<file path="config.mk">
export PLATFORM = sky130hd
export DESIGN_NAME = screen_bus_arbiter
export DESIGN_NICKNAME = d
export VERILOG_FILES = /design/src/rtl/screen_arb_pkg.sv /design/src/rtl/pixel_fifo.sv /design/src/rtl/screen_bus_arbiter.sv
export SDC_FILE = /design/constraint.sdc
export NUM_CORES = 1
export LEC_CHECK = 0
export BUFFER_PORTS_ARGS = -buffer_cell sky130_fd_sc_hd__clkbuf_2
export CORE_MARGIN = 4
export CORE_UTILIZATION = 48
export DETAILED_ROUTE_END_ITERATION = 10
export GPL_TIMING_DRIVEN = 0
export PLACE_DENSITY = 0.76
export SETUP_SLACK_MARGIN = 0.02
export SLEW_MARGIN = 20
export SYNTH_ARGS = -nofsm -noshare
export SYNTH_HDL_FRONTEND = slang
export SYNTH_HIERARCHICAL = 1
export SYNTH_SLANG_ARGS = --single-unit
</file>
<file path="constraint.sdc">
create_clock -name clock -period 2.1 [get_ports clock]
set_input_delay 0.21 -clock clock [delete_from_list [all_inputs] [get_ports clock]]
set_output_delay 0.21 -clock clock [all_outputs]
set_load 0.01 [all_outputs]
</file>
<file path="src/rtl/screen_arb_pkg.sv">
// Shared types and defaults for the screen RAM arbiter.
// Holds scan FSM states, screen window defaults and RAM address width.
package screen_arb_pkg;

  typedef enum logic [1:0] {
    S_IDLE,
    S_SCAN,
    S_DRAIN
  } state_e;

  localparam logic [15:0] SCREEN_BASE_DEF  = 16'h0200;
  localparam int          SCREEN_WORDS_DEF = 1024;
  localparam int          RAM_AW           = 10;

endpackage

</file>
<file path="src/rtl/pixel_fifo.sv">
// Small synchronous FIFO buffering scanned pixel bytes.
// Caller guarantees no push when full and no pop when empty.
module pixel_fifo #(
  parameter  int DEPTH = 4,
  parameter  int W     = 8,
  localparam int AW    = (DEPTH > 1) ? $clog2(DEPTH) : 1,
  localparam int CW    = $clog2(DEPTH + 1)
) (
  input  logic          clk,
  input  logic          rst_n,
  input  logic          push_i,
  input  logic [W-1:0]  din_i,
  input  logic          pop_i,
  output logic [W-1:0]  dout_o,
  output logic          empty_o,
  output logic [CW-1:0] count_o
);

  logic [W-1:0]  mem_q [DEPTH];
  logic [AW-1:0] wr_q, rd_q;
  logic [CW-1:0] cnt_q;

  function automatic logic [AW-1:0] nxt(input logic [AW-1:0] p);
    return (p == AW'(DEPTH - 1)) ? '0 : p + 1'b1;
  endfunction

  always_ff @(posedge clk) begin
    if (push_i) mem_q[wr_q] <= din_i;
  end

  always_ff @(posedge clk or negedge rst_n) begin
    if (!rst_n) begin
      wr_q  <= '0;
      rd_q  <= '0;
      cnt_q <= '0;
    end else begin
      if (push_i) wr_q <= nxt(wr_q);
      if (pop_i)  rd_q <= nxt(rd_q);
      if (push_i && !pop_i)      cnt_q <= cnt_q + 1'b1;
      else if (pop_i && !push_i) cnt_q <= cnt_q - 1'b1;
    end
  end

  assign dout_o  = mem_q[rd_q];
  assign empty_o = (cnt_q == '0);
  assign count_o = cnt_q;

endmodule

</file>
<file path="src/rtl/screen_bus_arbiter.sv">
// Shares a single-port screen RAM between CPU accesses and a
// credit-limited frame scanner feeding a pixel stream.
module screen_bus_arbiter
  import screen_arb_pkg::*;
#(
  parameter logic [15:0] SCREEN_BASE  = SCREEN_BASE_DEF,
  parameter int          SCREEN_WORDS = SCREEN_WORDS_DEF,
  parameter int          FIFO_DEPTH   = 4,
  parameter int          STARVE_LIMIT = 8
) (
  input  logic              clock,
  input  logic              nreset,
  input  logic [15:0]       cpu_addr,
  input  logic              cpu_rw,
  input  logic [7:0]        cpu_wdata,
  output logic [7:0]        cpu_rdata,
  output logic              cpu_rdy,
  output logic [RAM_AW-1:0] ram_addr,
  output logic              ram_we,
  output logic [7:0]        ram_wdata,
  input  logic [7:0]        ram_rdata,
  input  logic              frame_start,
  output logic              pix_valid,
  input  logic              pix_ready,
  output logic [7:0]        pix_data,
  output logic [RAM_AW-1:0] pix_index,
  output logic              frame_done
);

  localparam int CW = $clog2(FIFO_DEPTH + 1);
  localparam int SW = $clog2(STARVE_LIMIT + 1);
  localparam logic [16:0] LO = 17'(SCREEN_BASE);
  localparam logic [16:0] HI = 17'(int'(SCREEN_BASE) + SCREEN_WORDS);

  state_e            state_q, state_d;
  logic [RAM_AW-1:0] fetch_q, fetch_d;
  logic [SW-1:0]     starve_q, starve_d;
  logic [RAM_AW-1:0] pidx_q, pidx_d;
  logic              scan_rd_q, cpu_rd_q;
  logic [7:0]        rdata_q;

  logic          cpu_hit, scan_want, starve_max;
  logic          cpu_gnt, scan_gnt, pop;
  logic          fifo_empty;
  logic [CW-1:0] fifo_cnt;
  logic [16:0]   addr_x;

  assign addr_x  = {1'b0, cpu_addr};
  assign cpu_hit = (addr_x >= LO) && (addr_x < HI);

  // In-flight read already owns a FIFO slot.
  assign scan_want = (state_q == S_SCAN) &&
    (({1'b0, fifo_cnt} + (CW+1)'(scan_rd_q)) < (CW+1)'(FIFO_DEPTH));

  assign starve_max = (starve_q == SW'(STARVE_LIMIT));
  assign cpu_gnt    = cpu_hit && !(scan_want && starve_max);
  assign scan_gnt   = scan_want && !cpu_gnt;
  assign cpu_rdy    = !(cpu_hit && scan_gnt);

  assign ram_we    = cpu_gnt && !cpu_rw;
  assign ram_wdata = ram_we ? cpu_wdata : 8'h00;
  assign ram_addr  = cpu_gnt ? RAM_AW'(cpu_addr - SCREEN_BASE) : fetch_q;

  assign cpu_rdata = cpu_rd_q ? ram_rdata : rdata_q;

  assign pix_valid = !fifo_empty;
  assign pop       = pix_valid && pix_ready;
  assign pix_index = pidx_q;

  always_comb begin
    state_d    = state_q;
    fetch_d    = fetch_q;
    starve_d   = starve_q;
    pidx_d     = pidx_q;
    frame_done = 1'b0;
    unique case (state_q)
      S_IDLE: begin
        if (frame_start) begin
          state_d = S_SCAN;
          fetch_d = '0;
        end
      end
      S_SCAN: begin
        if (scan_gnt) begin
          fetch_d = fetch_q + 1'b1;
          if (fetch_q == RAM_AW'(SCREEN_WORDS - 1))
            state_d = S_DRAIN;
        end
      end
      S_DRAIN: begin
        if (fifo_empty && !scan_rd_q) begin
          state_d    = S_IDLE;
          frame_done = 1'b1;
        end
      end
      default: state_d = S_IDLE;
    endcase
    if (state_q != S_SCAN || scan_gnt)
      starve_d = '0;
    else if (scan_want && cpu_gnt && !starve_max)
      starve_d = starve_q + 1'b1;
    if (state_q == S_IDLE && frame_start)
      pidx_d = '0;
    else if (pop)
      pidx_d = pidx_q + 1'b1;
  end

  always_ff @(posedge clock or negedge nreset) begin
    if (!nreset) begin
      state_q   <= S_IDLE;
      fetch_q   <= '0;
      starve_q  <= '0;
      pidx_q    <= '0;
      scan_rd_q <= 1'b0;
      cpu_rd_q  <= 1'b0;
      rdata_q   <= 8'h00;
    end else begin
      state_q   <= state_d;
      fetch_q   <= fetch_d;
      starve_q  <= starve_d;
      pidx_q    <= pidx_d;
      scan_rd_q <= scan_gnt;
      cpu_rd_q  <= cpu_gnt && cpu_rw;
      if (cpu_rd_q) rdata_q <= ram_rdata;
    end
  end

  pixel_fifo #(
    .DEPTH (FIFO_DEPTH),
    .W     (8)
  ) u_fifo (
    .clk     (clock),
    .rst_n   (nreset),
    .push_i  (scan_rd_q),
    .din_i   (ram_rdata),
    .pop_i   (pop),
    .dout_o  (pix_data),
    .empty_o (fifo_empty),
    .count_o (fifo_cnt)
  );

endmodule

</file>
==> impl.org <==
** Detailed routing
- The routed layout has ~2600 vias.
- The detail route stage leaves a number of antenna-violating nets equal to 0.
- Iteration count of the initial detailed-routing pass :: 4
- Wires add up to ~7600 um.
- After detailed routing, the number of remaining DRC violations is 0.
- Routed WL per cell :: about 15 um
- Iteration-0 DRC Markers :: 127
- Dividing the detail-routed via count by the number of cells gives roughly 5.3.

** Global route
- Entering global routing, the biggest net connects between 40 and 50 pins.
- Global-route wire length before repair :: 12300 um
- Number of global-route vias before repair :: between 2000 and 3000
- Antenna violations before repair :: 0
- Summed over all layers, the global routing overflow is 0.
- Global routing used between 10% and 20% of the available tracks across all layers.

** Synthesis
- In the synthesized netlist the async set-or-reset flop fraction comes to around 57%.
- Number of synthesis warnings :: 6
- Post-synthesis register bit count :: 75
- Syn nets :: between 300 and 400
- Leading post-synthesis cells by instance count :: 43 x sky130_fd_sc_hd__dfrtp_1, 32 x sky130_fd_sc_hd__edfxtp_1, 18 x sky130_fd_sc_hd__nor2_1, 14 x sky130_fd_sc_hd__mux2_2, 14 x sky130_fd_sc_hd__nand2_1
- Synthesis instantiated 46 different standard cells from the library.
- Cell Area, Synth :: 3550 um2
- Top flip-flop cell by instance count after synthesis :: sky130_fd_sc_hd__dfrtp_1
- Cell count after synthesis :: between 200 and 300
- Ranked by total cell area, the synthesized netlist is headed by sky130_fd_sc_hd__dfrtp_1 30%, sky130_fd_sc_hd__edfxtp_1 27%, sky130_fd_sc_hd__mux4_2 5.1%.
- In this run, synthesis inferred 32 flip-flops with an integrated enable.
- Portion of synthesized cell area occupied by the leading cell type :: about 30%
- Area leader, netlist :: sky130_fd_sc_hd__dfrtp_1
- sky130_fd_sc_hd__dfrtp_1 is the most common cell in the netlist.
- After synthesis, the mean cell area works out to about 13 um2.
- Sequential elements use a little under three fifths of the synthesized area.

** Pwr
- Pwr/cell area :: between 1000 and 1500 nW/um2
- The analysis attributes to cell leakage a power of 2.11 nW.
- Overall power consumption after layout is estimated at 5.27 mW.
- Largest vdd supply drop :: approximately 0.53 mV

** Clock tree
- Clock tree synthesis inserted a total of 9 buffers.
- In this run the number of H-tree levels came out at 3.
- The clock net in this run drives a total of 75 sinks.
- Clock root buffer :: sky130_fd_sc_hd__clkbuf_8
- Maximum clock path buffer count :: 2
- Clock-pin slew of the registers on the worst-case setup and hold paths :: 80 ps
- The clock reaches the later pin of the worst-skew pair after ~350 ps.
- TritonCTS built the clock tree.

** Timing
- Static timing analysis puts the maximum clock frequency at roughly 430 MHz.
- The hold violation count in the final report is 0.
- Final setup vio count :: 21
- After layout, the worst setup slack is -242 ps.
- Largest clock skew in the final design :: 8.61 ps
- Period Utilization, post-route :: 112%
- Slew margin rel. :: between 50% and 60%
- The number of slew-limit violations in the final report is 0.
- For the finished layout, the period the worst path requires is ~2300 ps.
- Worst slew pin tran :: around 610 ps
- Setup repair after global routing could not meet its margin everywhere.

** Cells and area
- Share of layout cells above drive strength 1 :: about 45%
- Core Util, Final :: 64.2%
- Area Growth Syn to Fin :: 30.6%
- The net count of the finished layout is ~440.
- Antenna cell count :: 0

** Critical path
- Critical path class :: reg -> out
- For the worst flop-to-flop path, the logic depth is 11.
- Arrival time of data at the critical path endpoint :: around 2100 ps
- The worst setup path is launched from a register.
- Worst EP required :: between 1500 and 2000 ps
- Worst path max stage delay :: ~420 ps
- The most numerous cell type found on the critical path is sky130_fd_sc_hd__buf_6.
- Destination of the worst register-to-register timing path :: u_fifo/count_o[2]$_DFFE_PN0P_
- Peak fanout along the critical path :: 5
- CP max-delay cell :: sky130_fd_sc_hd__or3b_4
- Cell Chain, Critical Path :: or3b_4, nor3_4, or2_4, buf_6, mux2_4, buf_6
- Critical R2R Launch :: u_fifo/count_o[2]$_DFFE_PN0P_
- Setup slack of the worst register-to-register path :: -40 ps
- STA classifies the critical path endpoint as an output pin.

** Flow run
- Max-cap violations :: 0

** Run status
- Status :: complete, but fails checks
- Violations in the final reports :: setup timing

** Floorplan
- Area enclosed by the die boundary :: about 8800 um2
- Die width :: approximately 94 um
- Once the floorplan was initialized, standard cells occupied between 40% and 50% of the core.
- Row generation in the floorplan step produced 31 rows.
- Die boundary height :: about 94 um
- Core ar. :: 7210 um2
- Ports :: between 80 and 90

** Hold path
- Hold Crit Depth :: 3
- Worst Min Path Start :: cpu_rw
- Path class of the lowest-slack min-delay path :: in -> reg
- Hold Path End :: cpu_rd_q$_DFF_PN0_

** Placement
- Detailed placement ended at an HPWL of between 5000 and 6000 um.
- Prior to clock tree synthesis, the placed netlist has a worst setup slack of -202 ps.
- Count of input and output buffers :: between 80 and 90
- Routability-driven placement finished with a final weighted congestion of 0.772.
==> metrics by stage <==
step | instances | instance area [um2] | hold slack, ps | setup TNS, ps
after floorplan | 272 | 3550 | -85.6 | 0
after detailed placement | 455 | 4100 | 446 | -1820
final | 495 | 4630 | 77.3 | -3310
after global placement | 455 | 4100 | 444 | -1620
after CTS | 485 | 4500 | 66.9 | -3240
after global routing | 495 | 4630 | 71.2 | -5870
==> kinds of logic after synthesis <==
| kind of cell | Yosys count | share of synthesized area, % |
|---|---|---|
| flip-flops | 75 | 57.4 |
| buffers and inverters | 21 | 3.18 |
| multiplexers | 33 | 12.8 |
| adder cells (fa/ha/maj) | 11 | 4.09 |
| AND/OR/NAND/NOR | 93 | 14.5 |
| AO/OA/AOI/OAI | 27 | 4.98 |
| XOR/XNOR | 12 | 2.96 |
==> power breakdown <==
group | internal [mW] | switching (mW) | leakage [nW]
clock | 0.569 | 0.587 | 0.0988
sequential | 1.89 | 0.268 | 0.852
combinational | 0.977 | 0.973 | 1.16
==> per-layer routing <==
layer	global-route usage [%]	vias to the layer above	share of wire, %
li1	-	1238	-
met1	22.9	1265	40
met2	30.4	119	50
met3	3.53	16	7.0
met4	6.98	0	2.5
met5	0	-	0
==> worst max-delay path: cells and delay by family, from the launching register on <==
family        cells  cell delay [ps]
flops             1              390
simple gates      3              840
mux               1              300
buf+inv           2              250
==> cell type report <==
type | count | area, um2
Buffer | 9 | 73.8
Clock buffer | 9 | 124
Clock inverter | 7 | 82.6
Fill cell | 581 | 2580
Inverter | 11 | 41.3
Multi-Input combinational cell | 176 | 1500
Sequential cell | 75 | 2040
Tap cell | 99 | 124
Timing Repair Buffer | 109 | 646
==> worst max path at each step <==
stage,startpoint,end,slack [ps],cells past startpoint
after detailed placement,state_q[0]$_DFFE_PN0P_,ram_addr[7],-200,6
final,state_q[1]$_DFFE_PN0P_,ram_addr[7],-240,6
after floorplan,u_fifo/count_o[0]$_DFFE_PN0P_,u_fifo/count_o[2]$_DFFE_PN0P_,70,10
after global routing,u_fifo/count_o[1]$_DFFE_PN0P_,ram_wdata[2],-310,5
after CTS,starve_q[1]$_DFFE_PN0P_,ram_addr[1],-210,8
after global placement,u_fifo/count_o[2]$_DFFE_PN0P_,ram_addr[7],-190,6
==> layout by cell type, fill, tap and decap left out, types with 2 or more instances in the layout <==
master | netlist | layout
sky130_fd_sc_hd__nand3_1 | 8 | 8
sky130_fd_sc_hd__and3_1 | 3 | 3
sky130_fd_sc_hd__clkbuf_8 | 0 | 9
sky130_fd_sc_hd__inv_1 | 11 | 8
sky130_fd_sc_hd__mux2_4 | 0 | 9
sky130_fd_sc_hd__xnor2_1 | 3 | 3
sky130_fd_sc_hd__xor2_1 | 9 | 9
sky130_fd_sc_hd__ha_4 | 0 | 2
sky130_fd_sc_hd__nand2b_1 | 2 | 2
sky130_fd_sc_hd__a21oi_1 | 7 | 7
sky130_fd_sc_hd__or3_1 | 3 | 3
sky130_fd_sc_hd__clkbuf_1 | 3 | 2
sky130_fd_sc_hd__buf_2 | 3 | 3
sky130_fd_sc_hd__inv_2 | 0 | 3
sky130_fd_sc_hd__inv_6 | 0 | 3
sky130_fd_sc_hd__and2_1 | 13 | 13
sky130_fd_sc_hd__and4_1 | 2 | 2
sky130_fd_sc_hd__mux2i_1 | 5 | 5
sky130_fd_sc_hd__buf_4 | 0 | 23
sky130_fd_sc_hd__nand2_1 | 14 | 14
sky130_fd_sc_hd__nor3_1 | 7 | 5
sky130_fd_sc_hd__dfrtp_2 | 0 | 2
sky130_fd_sc_hd__dfrtp_1 | 43 | 41
sky130_fd_sc_hd__o31ai_1 | 6 | 6
sky130_fd_sc_hd__mux2_2 | 14 | 11
sky130_fd_sc_hd__o21ai_0 | 7 | 6
sky130_fd_sc_hd__mux4_2 | 8 | 8
sky130_fd_sc_hd__or4_1 | 6 | 6
sky130_fd_sc_hd__nand4_1 | 3 | 3
sky130_fd_sc_hd__buf_6 | 4 | 11
sky130_fd_sc_hd__ha_1 | 10 | 8
sky130_fd_sc_hd__nor3_4 | 0 | 2
sky130_fd_sc_hd__nor2_1 | 18 | 18
sky130_fd_sc_hd__clkbuf_2 | 0 | 78
sky130_fd_sc_hd__and3_2 | 2 | 2
sky130_fd_sc_hd__edfxtp_1 | 32 | 32
sky130_fd_sc_hd__clkinvlp_4 | 0 | 2
==> flip-flops by register name, summed over array words and instances (netlist names) <==
signal / cells
cpu_rd_q: 1
fetch_q: 10
scan_rd_q: 1
state_q: 2
u_fifo/count_o: 3
pix_index: 10
u_fifo/wr_q: 2
starve_q: 4
rdata_q: 8
u_fifo/mem_q: 32
u_fifo/rd_q: 2
==> timing repair <==
item | 4_1_cts | 5_1_grt
hold buffers | 0 | 1
cloned | 1 | 0
buffers inserted | 14 | 9
endpoints found under the setup margin | 22 | 26
pin swaps | 7 | 6
gates resized for setup | 28 | 14
endpoints found under the hold margin | 0 | 43
Note: power is estimated with default switching activity, not from simulation.
